### src/rtl/varidx_bit_writer.sv
// varidx_bit_writer: queues bit-write / word-load commands in a small FIFO
// and retires one per cycle into register q (q[idx] <= bit semantics).
// Optional feature macro: VARIDX_OOR_FLAG_EN -- when defined, a retired bit
// write whose index is outside q raises a sticky err flag; otherwise err is 0.
module varidx_bit_writer #(
  parameter int WIDTH = 4,
  parameter int IDXW  = 3,
  parameter int DEPTH = 4
) (
  input  logic                       clk,
  input  logic                       rst,
  input  logic                       in_valid,
  output logic                       in_ready,
  input  logic                       in_load,
  input  logic [IDXW-1:0]            in_idx,
  input  logic                       in_bit,
  input  logic [WIDTH-1:0]           in_word,
  output logic [WIDTH-1:0]           q,
  output logic [$clog2(DEPTH):0]     count,
  output logic                       busy,
  output logic                       err
);

  localparam int PW = $clog2(DEPTH);
  localparam int CW = PW + 1;
  localparam logic [CW-1:0] DEPTH_C = CW'(DEPTH);

  // FIFO storage; payload is data and carries no reset
  logic             mem_load [DEPTH];
  logic [IDXW-1:0]  mem_idx  [DEPTH];
  logic             mem_bit  [DEPTH];
  logic [WIDTH-1:0] mem_word [DEPTH];

  logic [PW-1:0] wr_ptr, rd_ptr;
  logic [CW-1:0] cnt;
  logic          push, pop;

  logic             head_load;
  logic [IDXW-1:0]  head_idx;
  logic             head_bit;
  logic [WIDTH-1:0] head_word;
  logic             head_oor;

  // True when a bit index falls outside the target register
  function automatic logic idx_out_of_range(input logic [IDXW-1:0] idx);
    return int'(idx) >= WIDTH;
  endfunction

  // Next value of q after applying one command; out-of-range writes leave q intact
  function automatic logic [WIDTH-1:0] apply_cmd(
    input logic [WIDTH-1:0] cur,
    input logic             ld,
    input logic [IDXW-1:0]  idx,
    input logic             b,
    input logic [WIDTH-1:0] word
  );
    logic [WIDTH-1:0] mask;
    mask = {{(WIDTH-1){1'b0}}, 1'b1} << idx;
    if (ld)
      return word;
    else if (idx_out_of_range(idx))
      return cur;
    else
      return b ? (cur | mask) : (cur & ~mask);
  endfunction

  assign in_ready = !rst && (cnt < DEPTH_C);
  assign push     = in_valid && in_ready;
  assign pop      = (cnt != '0);
  assign count    = cnt;
  assign busy     = (cnt != '0);

  assign head_load = mem_load[rd_ptr];
  assign head_idx  = mem_idx[rd_ptr];
  assign head_bit  = mem_bit[rd_ptr];
  assign head_word = mem_word[rd_ptr];
  assign head_oor  = !head_load && idx_out_of_range(head_idx);

  // Capture accepted command payload at the write pointer
  always_ff @(posedge clk) begin
    if (push) begin
      mem_load[wr_ptr] <= in_load;
      mem_idx[wr_ptr]  <= in_idx;
      mem_bit[wr_ptr]  <= in_bit;
      mem_word[wr_ptr] <= in_word;
    end
  end

  // FIFO pointers and occupancy; simultaneous push and pop leaves count unchanged
  always_ff @(posedge clk) begin
    if (rst) begin
      wr_ptr <= '0;
      rd_ptr <= '0;
      cnt    <= '0;
    end else begin
      if (push) wr_ptr <= wr_ptr + PW'(1);
      if (pop)  rd_ptr <= rd_ptr + PW'(1);
      case ({push, pop})
        2'b10:   cnt <= cnt + CW'(1);
        2'b01:   cnt <= cnt - CW'(1);
        default: cnt <= cnt;
      endcase
    end
  end

  // Retire the FIFO head into q once per cycle
  always_ff @(posedge clk) begin
    if (rst)
      q <= '0;
    else if (pop)
      q <= apply_cmd(q, head_load, head_idx, head_bit, head_word);
  end

`ifdef VARIDX_OOR_FLAG_EN
  logic err_r;

  // Sticky flag for a retired bit write that addressed beyond q
  always_ff @(posedge clk) begin
    if (rst)
      err_r <= 1'b0;
    else if (pop && head_oor)
      err_r <= 1'b1;
  end

  assign err = err_r;
`else
  logic unused_oor;
  assign unused_oor = head_oor;
  assign err        = 1'b0;
`endif

endmodule

### config.mk
export PLATFORM = sky130hd
export DESIGN_NAME = varidx_bit_writer
export DESIGN_NICKNAME = d
export VERILOG_FILES = /design/src/rtl/varidx_bit_writer.sv
export SDC_FILE = /design/constraint.sdc
export NUM_CORES = 1
export LEC_CHECK = 0
export ABC_CLOCK_PERIOD_IN_PS = 2200
export BUFFER_PORTS_ARGS = -buffer_cell sky130_fd_sc_hd__buf_4
export CAP_MARGIN = 15
export CORE_MARGIN = 3
export CORE_UTILIZATION = 53
export CTS_BUF_LIST = sky130_fd_sc_hd__clkbuf_16
export DETAILED_ROUTE_END_ITERATION = 10
export PLACE_DENSITY_LB_ADDON = 0.25
export SKIP_LAST_GASP = 1
export SLEW_MARGIN = 5
export SYNTH_ARGS = -nofsm -noshare
export SYNTH_HDL_FRONTEND = slang
export SYNTH_SLANG_ARGS = --single-unit
### constraint.sdc
create_clock -name clk -period 2.2 [get_ports clk]
set_input_delay 0.22 -clock clk [delete_from_list [all_inputs] [get_ports clk]]
set_output_delay 0.22 -clock clk [all_outputs]
set_load 0.005 [all_outputs]
Yosys cells after proc, flatten, opt, wreduce, memory -nomap -nowiden:

Memories as Yosys holds them, arrays and structs flattened. A register that Yosys moved wholly into a read port is not among the register bits.
Index checks and enable logic that the tools add are counted.

* reductions and logical operators: 6
* shift operators: 1
* bitwise gates (word level): 3
* equal/unequal tests: 3
* $add $sub $neg: 4
* multiplexer cells: 14
* order comparisons: 2

Operator list (number)
* $mux W2: 8
* $mux W4: 3
* $pmux W3 S2: 1
* $add A2 B1 Y2 const B: 2
* $and A4 B4 Y4: 1
* $not A4 Y4: 1
* $or A4 B4 Y4: 1
* $shl A1 B3 Y4 const A: 1
* $add A3 B1 Y3 const B: 1
* $ge A3 B3 Y1 const B: 1
* $lt A3 B3 Y1 const B: 1
* $reduce_bool A3 Y1: 1
* $sub A3 B1 Y3 const B: 1
* $eq A2 B1 Y1 const B: 1
* $eq A2 B2 Y1 const B: 1
* $logic_and A1 B1 Y1: 2
* $mux W1: 2
* $ne A2 B2 Y1 const B: 1
* $reduce_and A2 Y1: 1
* $reduce_bool A2 Y1: 1
* $logic_not A1 Y1: 1

* memories kept: 4
* output and inout port bits: 10
* RAM bits: 36
* register bits after elaboration: 11
* bits of input ports: 12

Memory list
* mem_word: words 4, bits a word 4, rd ports 1, clocked after memory_dff 1, wr ports 1, line 32 `logic [WIDTH-1:0] mem_word [DEPTH];`
* mem_idx: words 4, bits a word 3, rd ports 1, clocked after memory_dff 1, wr ports 1, line 30 `logic [IDXW-1:0] mem_idx [DEPTH];`
* mem_bit: words 4, bits a word 1, rd ports 1, clocked after memory_dff 1, wr ports 1, line 31 `logic mem_bit [DEPTH];`
* mem_load: words 4, bits a word 1, rd ports 1, clocked after memory_dff 1, wr ports 1, line 29 `logic mem_load [DEPTH];`

Depth between registers and ports, before layout:

* depth in word-level cells: 6
* mapped depth: 9
* depth with buffers taken out: 9

Worst setup path after synthesis:

OpenSTA, ideal clock, no wires.

* kind: register -> register
* from: reg cnt[2], in the netlist count[2]
* to: reg cnt[2], in the netlist count[2]
* cell stages (with the launch flop): 9
* period minus slack after synthesis: 1.979 ns
* data arrival time: 1.909 ns
* buffers on the path: 0
* slack: 0.221 ns
* required time: 2.129 ns
* path through: dfxtp_1 > nor3_1 > inv_1 > ha_1 > inv_1 > fa_1 > xor2_1 > or3_1 > a21oi_1

RTL lines
* from (decl): line 35 `logic [CW-1:0] cnt;`
* from (signal assigned): line 99 `2'b10: cnt <= cnt + CW'(1);`
* from (signal assigned): line 100 `2'b01: cnt <= cnt - CW'(1);`
* from (signal assigned): line 101 `default: cnt <= cnt;`
* $reduce_bool A3 Y1 (*)
* net busy: line 20 `output logic busy,`
* $eq A2 B1 Y1 or $eq A2 B2 Y1 (tied branches): line 98 `case ({push, pop})`
* $pmux W3 S2 or $reduce_bool A2 Y1 (tied branches)

The timed path passes the listed nets; every way through them passes the cells marked *.
A chain may end at the register's enable or synchronous reset.

Final worst setup path:

* from: reg cnt[2], in the netlist count[2]
* to: reg cnt[2], in the netlist count[2]

* longest elaborated chain between the ends: 5

RTL lines
* $lt A3 B3 Y1: line 67 `assign in_ready = !rst && (cnt < DEPTH_C);`
* $logic_and A1 B1 Y1: line 67
* $logic_and A1 B1 Y1: line 68 `assign push = in_valid && in_ready;`
* $eq A2 B1 Y1 or $eq A2 B2 Y1 (tied branches): line 98
* $pmux W3 S2 or $reduce_bool A2 Y1 (tied branches)

Parallel ways exist; a longest one is shown, timed or not.

==> impl_metrics.json <==
{
  "status": "finished, final reports clean",
  "mostFrequentLayoutCell": "edfxtp_1",
  "timing.rr.start": "count[2]",
  "nets": 177,
  "finalCritPeriodShare_pct": 91.1,
  "grt_pass1_wl_um": 5490,
  "num_antenna_cells": 0,
  "startpoint": "count[2]",
  "skew_ns": 0.00675,
  "globalplace.congestion": 0.704,
  "synth_area_leaders": "edfxtp_1 (53%), dfxtp_1 (13%), mux4_1 (9.0%)",
  "crit_path_end_kind": "flop",
  "synth-seq-cells": 49,
  "vias": 1130,
  "grt_pass1_vias": 1194,
  "dp_slack_ns": 0.145,
  "setup-violations-final": 0,
  "cts.sinks": 49,
  "cellPowerDensity_nw_per_um2": 1140,
  "synth_cell_types": 27,
  "synth_largest_area_cell": "edfxtp_1",
  "path_class": "flop to flop",
  "fill_cells": 251,
  "drc": 0,
  "tritoncts": "built",
  "grt-ovfl-total": 0,
  "slew_headroom_pct": 66.4,
  "clk_path_buf_depth": 2,
  "cap_violations": 0,
  "viasPerCell": 5.49,
  "syn_area_per_cell_um2": 15.3,
  "wl_um": 3300,
  "tightest_slew_ns": 0.504,
  "die_x_um": 68.3,
  "clk_latency_ns": 0.28,
  "whs_path_depth": 1,
  "grt_setup_unrepaired": "false",
  "power.leakage_nw": 0.908,
  "cp-start-kind": "flop",
  "die_area_um2": 4660,
  "ant_nets": 0,
  "start_util_pct": 58.4,
  "yosysSeqAreaShare_pct": 65.3,
  "cts_setup_buffers": 0,
  "min_period_ns": 2.00,
  "die_h_um": 68.3,
  "path_clk_slew_ns": 0.06,
  "finalHoldViolCount": 0,
  "ios": 22,
  "ctsResizeCount": 0,
  "arrival_ns": 2.21,
  "dpl.hpwl_um": 2400,
  "port-buffer-count": 20,
  "cp_max_fo": 6,
  "track_usage_pct": 16.9,
  "hold_class": "input pin to flop",
  "yosysWarnings": 0,
  "vdd_drop_max_mv": 0.701,
  "reg2reg_depth": 9,
  "tns_ns": 0,
  "required_ns": 2.41,
  "max_freq_ghz": 0.499,
  "rows": 21,
  "final_max_slew_viol_count": 0,
  "finalWorstSetupSlack_ns": 0.197,
  "cts_hold_buf": 0,
  "synth_top_cell_area_share_pct": 52.6,
  "utilization_pct": 68.4,
  "syn-cell-area_um2": 2050,
  "coreArea_um2": 3520,
  "drt_iter0_markers": 57,
  "antenna_found_initial": 0,
  "drive_gt1_share_pct": 20.0,
  "first_pass_iters": 4,
  "min_from": "in_word[0]",
  "numCtsBuffers": 5,
  "h-tree-depth": 2,
  "clock-root-buffer": "clkbuf_16",
  "grt_start_max_net_pins": 15,
  "most-common-layout-cells": "edfxtp_1 (36), buf_4 (23), dfxtp_1 (12)",
  "syn_to_final_growth_pct": 17.3,
  "synthCells": 134,
  "wl_per_cell_um": 16.0,
  "syn_nets": 152
}
==> cell families after synthesis <==
group | synth area share, %
AOI/OAI and AO/OA | 4.02
buffers and inverters | 3.17
other | 0.183
muxes | 14.0
and+or+nand+nor | 7.61
xor gates and xnor gates | 1.71
DFF | 65.3
adders and majority gates | 4.02
==> report_power, final <==
group	internal (mW)	switching, mW	total, mW
registers	1.11	0.0814	1.19
logic	0.377	0.351	0.728
clock network	0.528	0.295	0.823
total	2.01	0.727	2.74
==> layout make-up <==
type | instances | area [um^2] | share of cell area, %
Tap cell | 46 | 57.6 | 2.39
Inverter | 7 | 26.3 | 1.09
Multi-Input combinational cell | 73 | 648 | 26.9
Clock buffer | 5 | 125 | 5.19
Clock inverter | 3 | 37.5 | 1.56
Timing Repair Buffer | 23 | 173 | 7.17
Sequential cell | 49 | 1340 | 55.7
==> through the flow <==
step | hold WS [ns] | power, mW | area [um^2] | std cells
5_1_grt | 0.139 | 2.89 | 2410 | 206
6_report | 0.138 | 2.74 | 2410 | 206
3_3_place_gp | 0.418 | 1.90 | 2250 | 198
4_1_cts | 0.134 | 2.76 | 2410 | 206
3_5_place_dp | 0.423 | 1.93 | 2250 | 198
2_1_floorplan | 0.296 | 1.70 | 2050 | 134
==> synthesized netlist by cell type <==
cell type / count
nor2_1: 11
mux4_2: 1
conb_1: 1
nand2_1: 2
a21oi_1: 10
o31ai_1: 1
inv_1: 7
and3_1: 4
buf_6: 2
ha_1: 5
xnor2_1: 1
mux2i_1: 7
and2_1: 1
o21ai_0: 5
or3_1: 5
fa_1: 1
dfxtp_1: 13
buf_4: 1
clkbuf_1: 1
mux2_2: 1
edfxtp_1: 36
nor2b_1: 4
mux4_1: 7
xor2_1: 3
buf_2: 1
nor3b_1: 2
nor3_1: 1
==> path summary, 6_finish.rpt <==
| check | end | slack, ns |
|---|---|---|
| setup / recovery | count[2] | 0.20 |
| hold / removal | mem_word[0][0] | 0.14 |
| setup reg to reg | count[2] | 0.20 |
| hold reg to reg | flop | 0.47 |
==> metal layers <==
layer  global-route usage (%)  routed length (um)  vias to the layer above
li1                         -                   -                      551
met1                     19.7                1410                      546
met2                     29.1                1700                       29
met3                     3.94                 146                        4
met4                     8.68                  40                        0
met5                        0                   0                        -
==> critical path, cell delays in order, from the launching register on <==
cell and delay (ns):
dfxtp_2 0.36, nor2_1 0.10, and2_1 0.21, inv_1 0.07
ha_1 0.17, inv_1 0.06, fa_1 0.37, xor2_1 0.16
or3_1 0.31, a21oi_1 0.13
Power figures use the tool's default switching activity.
